### src/rtl/snn_input_loader_if.sv
// Signal bundle between the SNN input loader and its neighbours: the UART receiver,
// the SNN core and the input-unit RAM. The loader itself uses the master modport.
interface snn_input_loader_if #(
    parameter int ADDR_W = 10
);
    // Handshake: rx_rdy and core_done are single-cycle valid strobes with no ready or
    // back-pressure; their data (rx_data, core_digit) is valid only in that cycle.
    // core_start and result_vld are likewise one-cycle strobes. ram_we qualifies ram_addr/ram_d.
    logic              rx_rdy;
    logic [7:0]        rx_data;
    logic [ADDR_W-1:0] core_addr;
    logic              core_done;
    logic [3:0]        core_digit;
    logic [ADDR_W-1:0] ram_addr;
    logic              ram_d;
    logic              ram_we;
    logic              core_start;
    logic              busy;
    logic [3:0]        result;
    logic              result_vld;
    logic              ovr;
    logic [2:0]        dbg_state;

    modport master (
        input  rx_rdy, rx_data, core_addr, core_done, core_digit,
        output ram_addr, ram_d, ram_we, core_start, busy, result, result_vld, ovr, dbg_state
    );

    modport slave (
        output rx_rdy, rx_data, core_addr, core_done, core_digit,
        input  ram_addr, ram_d, ram_we, core_start, busy, result, result_vld, ovr, dbg_state
    );
endinterface

### src/rtl/snn_input_loader.sv
// Unpacks a byte-packed binary image into 1-bit input-RAM writes, starts the SNN core,
// and latches the classified digit. Owns the input-RAM address mux.
module snn_input_loader #(
    parameter int NUM_PIXELS = 784,
    parameter int ADDR_W     = 10
) (
    input  logic                clk,
    input  logic                rst_n,
    snn_input_loader_if.master  lif
);
    typedef enum logic [2:0] {
        S_IDLE      = 3'd0,
        S_UNPACK    = 3'd1,
        S_WAIT_BYTE = 3'd2,
        S_START     = 3'd3,
        S_RUN       = 3'd4
    } state_t;

    localparam logic [ADDR_W-1:0] LAST_PIX = ADDR_W'(NUM_PIXELS - 1);

    state_t            state;
    state_t            state_nxt;
    logic [7:0]        shift;
    logic [7:0]        hold;
    logic              hold_full;
    logic [ADDR_W-1:0] pix_ptr;
    logic [2:0]        bit_cnt;
    logic              ovr;
    logic [3:0]        result;
    logic              result_vld;

    logic              byte_end;
    logic              image_end;
    logic              load_rx;
    logic              drain;
    logic              hold_take;
    logic              hold_flush;
    logic              drop;
    logic              latch;
    logic [ADDR_W-1:0] ram_addr;
    logic              ram_we;
    logic              ram_d;
    logic              core_start;

    assign byte_end  = (bit_cnt == 3'd7);
    assign image_end = (pix_ptr == LAST_PIX);

    always_ff @(posedge clk or negedge rst_n) begin
        if (!rst_n) begin
            state <= S_IDLE;
        end else begin
            state <= state_nxt;
        end
    end

    always_comb begin
        state_nxt  = state;
        ram_addr   = pix_ptr;
        ram_we     = 1'b0;
        ram_d      = 1'b0;
        core_start = 1'b0;
        load_rx    = 1'b0;
        drain      = 1'b0;
        hold_take  = 1'b0;
        hold_flush = 1'b0;
        drop       = 1'b0;
        latch      = 1'b0;
        case (state)
            S_IDLE: begin
                if (lif.rx_rdy) begin
                    load_rx   = 1'b1;
                    state_nxt = S_UNPACK;
                end
            end
            S_UNPACK: begin
                ram_we = 1'b1;
                ram_d  = shift[0];
                if (byte_end && image_end) begin
                    // Anything arriving now, or still parked in hold, belongs to no image.
                    state_nxt  = S_START;
                    hold_flush = 1'b1;
                    drop       = lif.rx_rdy | hold_full;
                end else if (byte_end) begin
                    if (hold_full) begin
                        drain     = 1'b1;
                        hold_take = lif.rx_rdy;
                    end else if (lif.rx_rdy) begin
                        load_rx = 1'b1;
                    end else begin
                        state_nxt = S_WAIT_BYTE;
                    end
                end else if (lif.rx_rdy) begin
                    if (hold_full) begin
                        drop = 1'b1;
                    end else begin
                        hold_take = 1'b1;
                    end
                end
            end
            S_WAIT_BYTE: begin
                if (lif.rx_rdy) begin
                    load_rx   = 1'b1;
                    state_nxt = S_UNPACK;
                end
            end
            S_START: begin
                ram_addr   = lif.core_addr;
                core_start = 1'b1;
                drop       = lif.rx_rdy;
                state_nxt  = S_RUN;
            end
            S_RUN: begin
                ram_addr = lif.core_addr;
                drop     = lif.rx_rdy;
                if (lif.core_done) begin
                    latch     = 1'b1;
                    state_nxt = S_IDLE;
                end
            end
            default: begin
                state_nxt = S_IDLE;
            end
        endcase
    end

    always_ff @(posedge clk or negedge rst_n) begin
        if (!rst_n) begin
            shift      <= 8'd0;
            hold       <= 8'd0;
            hold_full  <= 1'b0;
            pix_ptr    <= '0;
            bit_cnt    <= 3'd0;
            ovr        <= 1'b0;
            result     <= 4'd0;
            result_vld <= 1'b0;
        end else begin
            result_vld <= 1'b0;

            if (load_rx) begin
                shift <= lif.rx_data;
            end else if (drain) begin
                shift <= hold;
            end else if (state == S_UNPACK) begin
                shift <= {1'b0, shift[7:1]};
            end

            // A byte taken on the drain cycle refills the buffer, so take wins over clear.
            if (hold_take) begin
                hold      <= lif.rx_data;
                hold_full <= 1'b1;
            end else if (drain || hold_flush) begin
                hold_full <= 1'b0;
            end

            if (state == S_UNPACK) begin
                bit_cnt <= bit_cnt + 3'd1;
            end else begin
                bit_cnt <= 3'd0;
            end

            if (state == S_START) begin
                pix_ptr <= '0;
            end else if (state == S_UNPACK && !image_end) begin
                pix_ptr <= pix_ptr + 1'b1;
            end

            if (drop) begin
                ovr <= 1'b1;
            end

            if (latch) begin
                result     <= lif.core_digit;
                result_vld <= 1'b1;
            end
        end
    end

    assign lif.ram_addr   = ram_addr;
    assign lif.ram_we     = ram_we;
    assign lif.ram_d      = ram_d;
    assign lif.core_start = core_start;
    assign lif.busy       = (state != S_IDLE);
    assign lif.result     = result;
    assign lif.result_vld = result_vld;
    assign lif.ovr        = ovr;
    assign lif.dbg_state  = state;
endmodule
### src/flat_wrapper.sv
// flat-port wrapper written by rule: the top's interface ports become plain ports
module snn_input_loader_flat 
#(
    parameter int NUM_PIXELS = 784,
    parameter int ADDR_W     = 10
)
  (clk, rst_n, lif_rx_rdy, lif_rx_data, lif_core_addr, lif_core_done, lif_core_digit, lif_ram_addr, lif_ram_d, lif_ram_we, lif_core_start, lif_busy, lif_result, lif_result_vld, lif_ovr, lif_dbg_state);
  snn_input_loader_if #(.ADDR_W(ADDR_W)) lif_i ();
  input  logic clk;
  input  logic rst_n;
  input wire logic [$bits(lif_i.rx_rdy)-1:0] lif_rx_rdy;
  input wire logic [$bits(lif_i.rx_data)-1:0] lif_rx_data;
  input wire logic [$bits(lif_i.core_addr)-1:0] lif_core_addr;
  input wire logic [$bits(lif_i.core_done)-1:0] lif_core_done;
  input wire logic [$bits(lif_i.core_digit)-1:0] lif_core_digit;
  output wire logic [$bits(lif_i.ram_addr)-1:0] lif_ram_addr;
  output wire logic [$bits(lif_i.ram_d)-1:0] lif_ram_d;
  output wire logic [$bits(lif_i.ram_we)-1:0] lif_ram_we;
  output wire logic [$bits(lif_i.core_start)-1:0] lif_core_start;
  output wire logic [$bits(lif_i.busy)-1:0] lif_busy;
  output wire logic [$bits(lif_i.result)-1:0] lif_result;
  output wire logic [$bits(lif_i.result_vld)-1:0] lif_result_vld;
  output wire logic [$bits(lif_i.ovr)-1:0] lif_ovr;
  output wire logic [$bits(lif_i.dbg_state)-1:0] lif_dbg_state;
  assign lif_i.rx_rdy = lif_rx_rdy;
  assign lif_i.rx_data = lif_rx_data;
  assign lif_i.core_addr = lif_core_addr;
  assign lif_i.core_done = lif_core_done;
  assign lif_i.core_digit = lif_core_digit;
  assign lif_ram_addr = lif_i.ram_addr;
  assign lif_ram_d = lif_i.ram_d;
  assign lif_ram_we = lif_i.ram_we;
  assign lif_core_start = lif_i.core_start;
  assign lif_busy = lif_i.busy;
  assign lif_result = lif_i.result;
  assign lif_result_vld = lif_i.result_vld;
  assign lif_ovr = lif_i.ovr;
  assign lif_dbg_state = lif_i.dbg_state;
  snn_input_loader #(.NUM_PIXELS(NUM_PIXELS), .ADDR_W(ADDR_W)) u_core (.clk(clk), .rst_n(rst_n), .lif(lif_i));
endmodule
### config.mk
export PLATFORM = sky130hd
export DESIGN_NAME = snn_input_loader_flat
export DESIGN_NICKNAME = d
export VERILOG_FILES = /design/src/rtl/snn_input_loader_if.sv /design/src/rtl/snn_input_loader.sv /design/src/flat_wrapper.sv
export SDC_FILE = /design/constraint.sdc
export NUM_CORES = 1
export LEC_CHECK = 0
export CAP_MARGIN = 20
export CORE_UTILIZATION = 49
export DETAILED_ROUTE_END_ITERATION = 10
export PLACE_DENSITY = 0.76
export SETUP_SLACK_MARGIN = 0.05
export SLEW_MARGIN = 20
export SYNTH_ARGS = -nofsm -noshare
export SYNTH_HDL_FRONTEND = slang
export SYNTH_SLANG_ARGS = --single-unit
### constraint.sdc
create_clock -name clk -period 2.5 [get_ports clk]
set_input_delay 0.25 -clock clk [delete_from_list [all_inputs] [get_ports clk]]
set_output_delay 0.25 -clock clk [all_outputs]
set_load 0.03 [all_outputs]
==> run_results.csv <==
group,metric,value,unit
global_route,top_usage_layer,"met2",
worst_setup_path,rrSetupSlack,0.44,ns
worst_setup_path,start_kind,"register",
place,gp_congestion,0.798,
worst_setup_path,required,2.25,ns
layout,layout.cells.non_filler,280,
worst_setup_path,rr_startpoint,"u_core.pix_ptr[0]",
clock_network,numCtsBuffers,5,
die,core_area,3800,µm²
layout,antenna_cells,0,
global_route,antenna_found_initial,0,
timing,period_share,0.932,
global_route,grtUsageMet3,0.0552,
clock_network,cts.root.buffer_cell,"clkbuf_8",
worst_setup_path,critPathMaxStageDelay,0.71,ns
synthesis,seq_area_frac_synth,0.484,
die,num_rows,22,
worst_setup_path,crit_family,"buffers and inverters",
synthesis,synth.area.top_cells,"dfrtp_1, mux2_2, nand2_1",
worst_setup_path,crit_arrival,2.08,ns
worst_setup_path,path_buf_inv,2,
die,initial_core_util,0.531,
clock_network,clock_latency,0.30,ns
timing,whs,0.0572,ns
power_and_ir_drop,vdd_drop_max,630,µV
global_route,grt_pass1_vias,1521,
synthesis,synth.distinct_cells,41,
die,num_io_pins,49,
clock_network,cts.sinks,39,
timing,finalSetupViolCount,0,
timing,setup_tns,0,ns
min_path,min_path_type,"in -> async",
routing,drtIter0Drc,74,
synthesis,syn_area,2020,µm²
timing,rsz0062_at_grt,"no",
worst_setup_path,cp-startpoint,"u_core.lif.dbg_state[1]",
power_and_ir_drop,total_power,2.50,mW
layout,final_nets,260,
synthesis,synth_cells,178,
global_route,grt_util_all_layers,0.214,
layout,area_growth,29.9,%
timing,hold_viol,0,
synthesis,yosysWarnings,0,
outcome,outcome,"completed",
routing,routed_wl,4130,µm
clock_network,cts_tree,"built",
worst_setup_path,crit_fanout,14,
routing,dr.pass1.iters,4,
global_route,grt_max_degree,40,
synthesis,synth_ff_type,"dfrtp_1",
die,dieHeight,66.2,µm
global_route,grt_first_pass_wirelength,7040,µm
power_and_ir_drop,leakage,1.13,nW
synthesis,synth_top_area_share,0.484,
place,dp.cells,272,
worst_setup_path,crit_path_end_kind,"output port",
die,fp.dieArea,4380,µm²
timing,finalClockSkew,0.00757,ns
clock_network,htree_levels,2,
routing,via_per_inst,5.55,
global_route,grt_overflow_total,0,
synthesis,async_flop_share,1.00,
die,die_w,66.2,µm
job,maxCapViolCount,0,
power_and_ir_drop,p_per_area,952,nW/µm²
routing,routedWlPerCell,14.7,µm
worst_setup_path,r2r_end,"u_core.hold[4]",
synthesis,avgSynthCellArea,11.3,µm²
place,port_buffers,48,
global_route,grt_util_met2,0.349,
worst_setup_path,path_cells,"or3b_1, clkinv_2, clkdlybuf4s50_1",
routing,drc_errors,0,
synthesis,synth_common_cells,"dfrtp_1, mux2_2, nand2_1",
place,dpl.hpwl,3040,µm
synthesis,yosys.area.top_type,"dfrtp_1",
timing,fmax,429,MHz
layout,drive_gt1_frac,0.207,
clock_network,cts.clk_slew.worst_paths,0.08,ns
worst_setup_path,ff2ff_path_depth,6,
synthesis,synth.net_count,207,
routing,drtAntennaViolNets,0,
timing,tightest_slew,0.849,ns
worst_setup_path,slowest_stage,"clkdlybuf4s50_1",
synthesis,synth_edf_count,0,
timing,finalCriticalPeriod,2.33,ns
clock_network,clock_path_buffers,2,
synthesis,post-synth-top-count-cell,"dfrtp_1",
synthesis,ys_ff_latch,39,
global_route,grt_use_met1,0.276,
timing,slew_violations,0,
worst_setup_path,worst-setup-path-type,"reg -> out",
timing,slew_headroom,0.434,
routing,vias,1555,
[cell families after synthesis]
group | Yosys count | synth area share
AOI/OAI and AO/OA | 27 | 0.105
xor gates and xnor gates | 8 | 0.0347
adders and majority gates | 3 | 0.0186
DFF | 39 | 0.484
muxes | 23 | 0.128
buffers and inverters | 10 | 0.0347
and+or+nand+nor | 68 | 0.195
[flip-flops by register name, indices dropped and copies added (netlist names)]
name / count
u_core.lif.ovr: 1
u_core.lif.result_vld: 1
u_core.lif.dbg_state: 3
u_core.bit_cnt: 3
u_core.shift: 8
u_core.hold: 8
u_core.hold_full: 1
u_core.lif.result: 4
u_core.pix_ptr: 10
[power by group]
group          internal, mW  total (mW)  switching, mW  leakage, nW
clock network         0.199       0.440          0.240       0.0408
logic                 0.454        1.02          0.566        0.605
registers             0.846        1.04          0.191        0.489
total                  1.50        2.50          0.997         1.13
[final cells by class]
| type | count | area, µm² |
|---|---|---|
| Tap cell | 48 | 60.1 |
| Clock inverter | 3 | 23.8 |
| Multi-Input combinational cell | 129 | 977 |
| Sequential cell | 39 | 976 |
| Clock buffer | 5 | 68.8 |
| Timing Repair Buffer | 53 | 503 |
| Fill cell | 292 | 1180 |
| Inverter | 3 | 12.5 |
[how the worst max path moves through the flow]
stage	cells after the start	slack [ns]	to
detailed placement	5	0.34	lif_ram_addr[5]
global route	3	0.1	lif_ram_we
finish	3	0.17	lif_ram_we
CTS	4	0.04	lif_ram_d
floorplan	6	0.46	lif_ram_d
global placement	5	0.34	lif_ram_addr[1]
[per-layer routing]
layer	share of wire	up-vias
met5	0	-
met4	0.0099	0
met3	0.058	6
met2	0.49	43
met1	0.44	757
li1	-	749
[cell usage in the layout (no fill, tap or decap), types with 7 or more instances in the layout]
cell type / n
nor2_1: 14
mux2_2: 22
clkdlybuf4s50_1: 36
nand2_1: 18
xnor2_1: 7
dfrtp_1: 39
o21ai_0: 10
dlygate4sd2_1: 10
or3_1: 8
o221ai_1: 7
[metrics by stage]
step	instance area, µm²	utilization	setup slack, ns
after detailed placement	2530	0.667	0.336
after global placement	2530	0.667	0.340
final	2620	0.690	0.171
after floorplan	2020	-	0.457
after CTS	2620	0.689	0.0433
after global routing	2620	0.690	0.0998
[worst register-to-register path: stages (launching register included)]
cell	delay, ns
dfrtp_1	0.41
ha_1	0.22
nand3_2	0.18
o41ai_4	0.47
o21ai_2	0.13
nand3_4	0.18
mux2_2	0.36
[repair_timing]
item	in CTS	in global routing
endpoints found under the setup margin	10	1
setup buffers	0	0
gates cloned	0	0
resized for setup	11	1
pin swaps	0	0
hold buffers	0	0
Power figures use the tool's default switching activity.
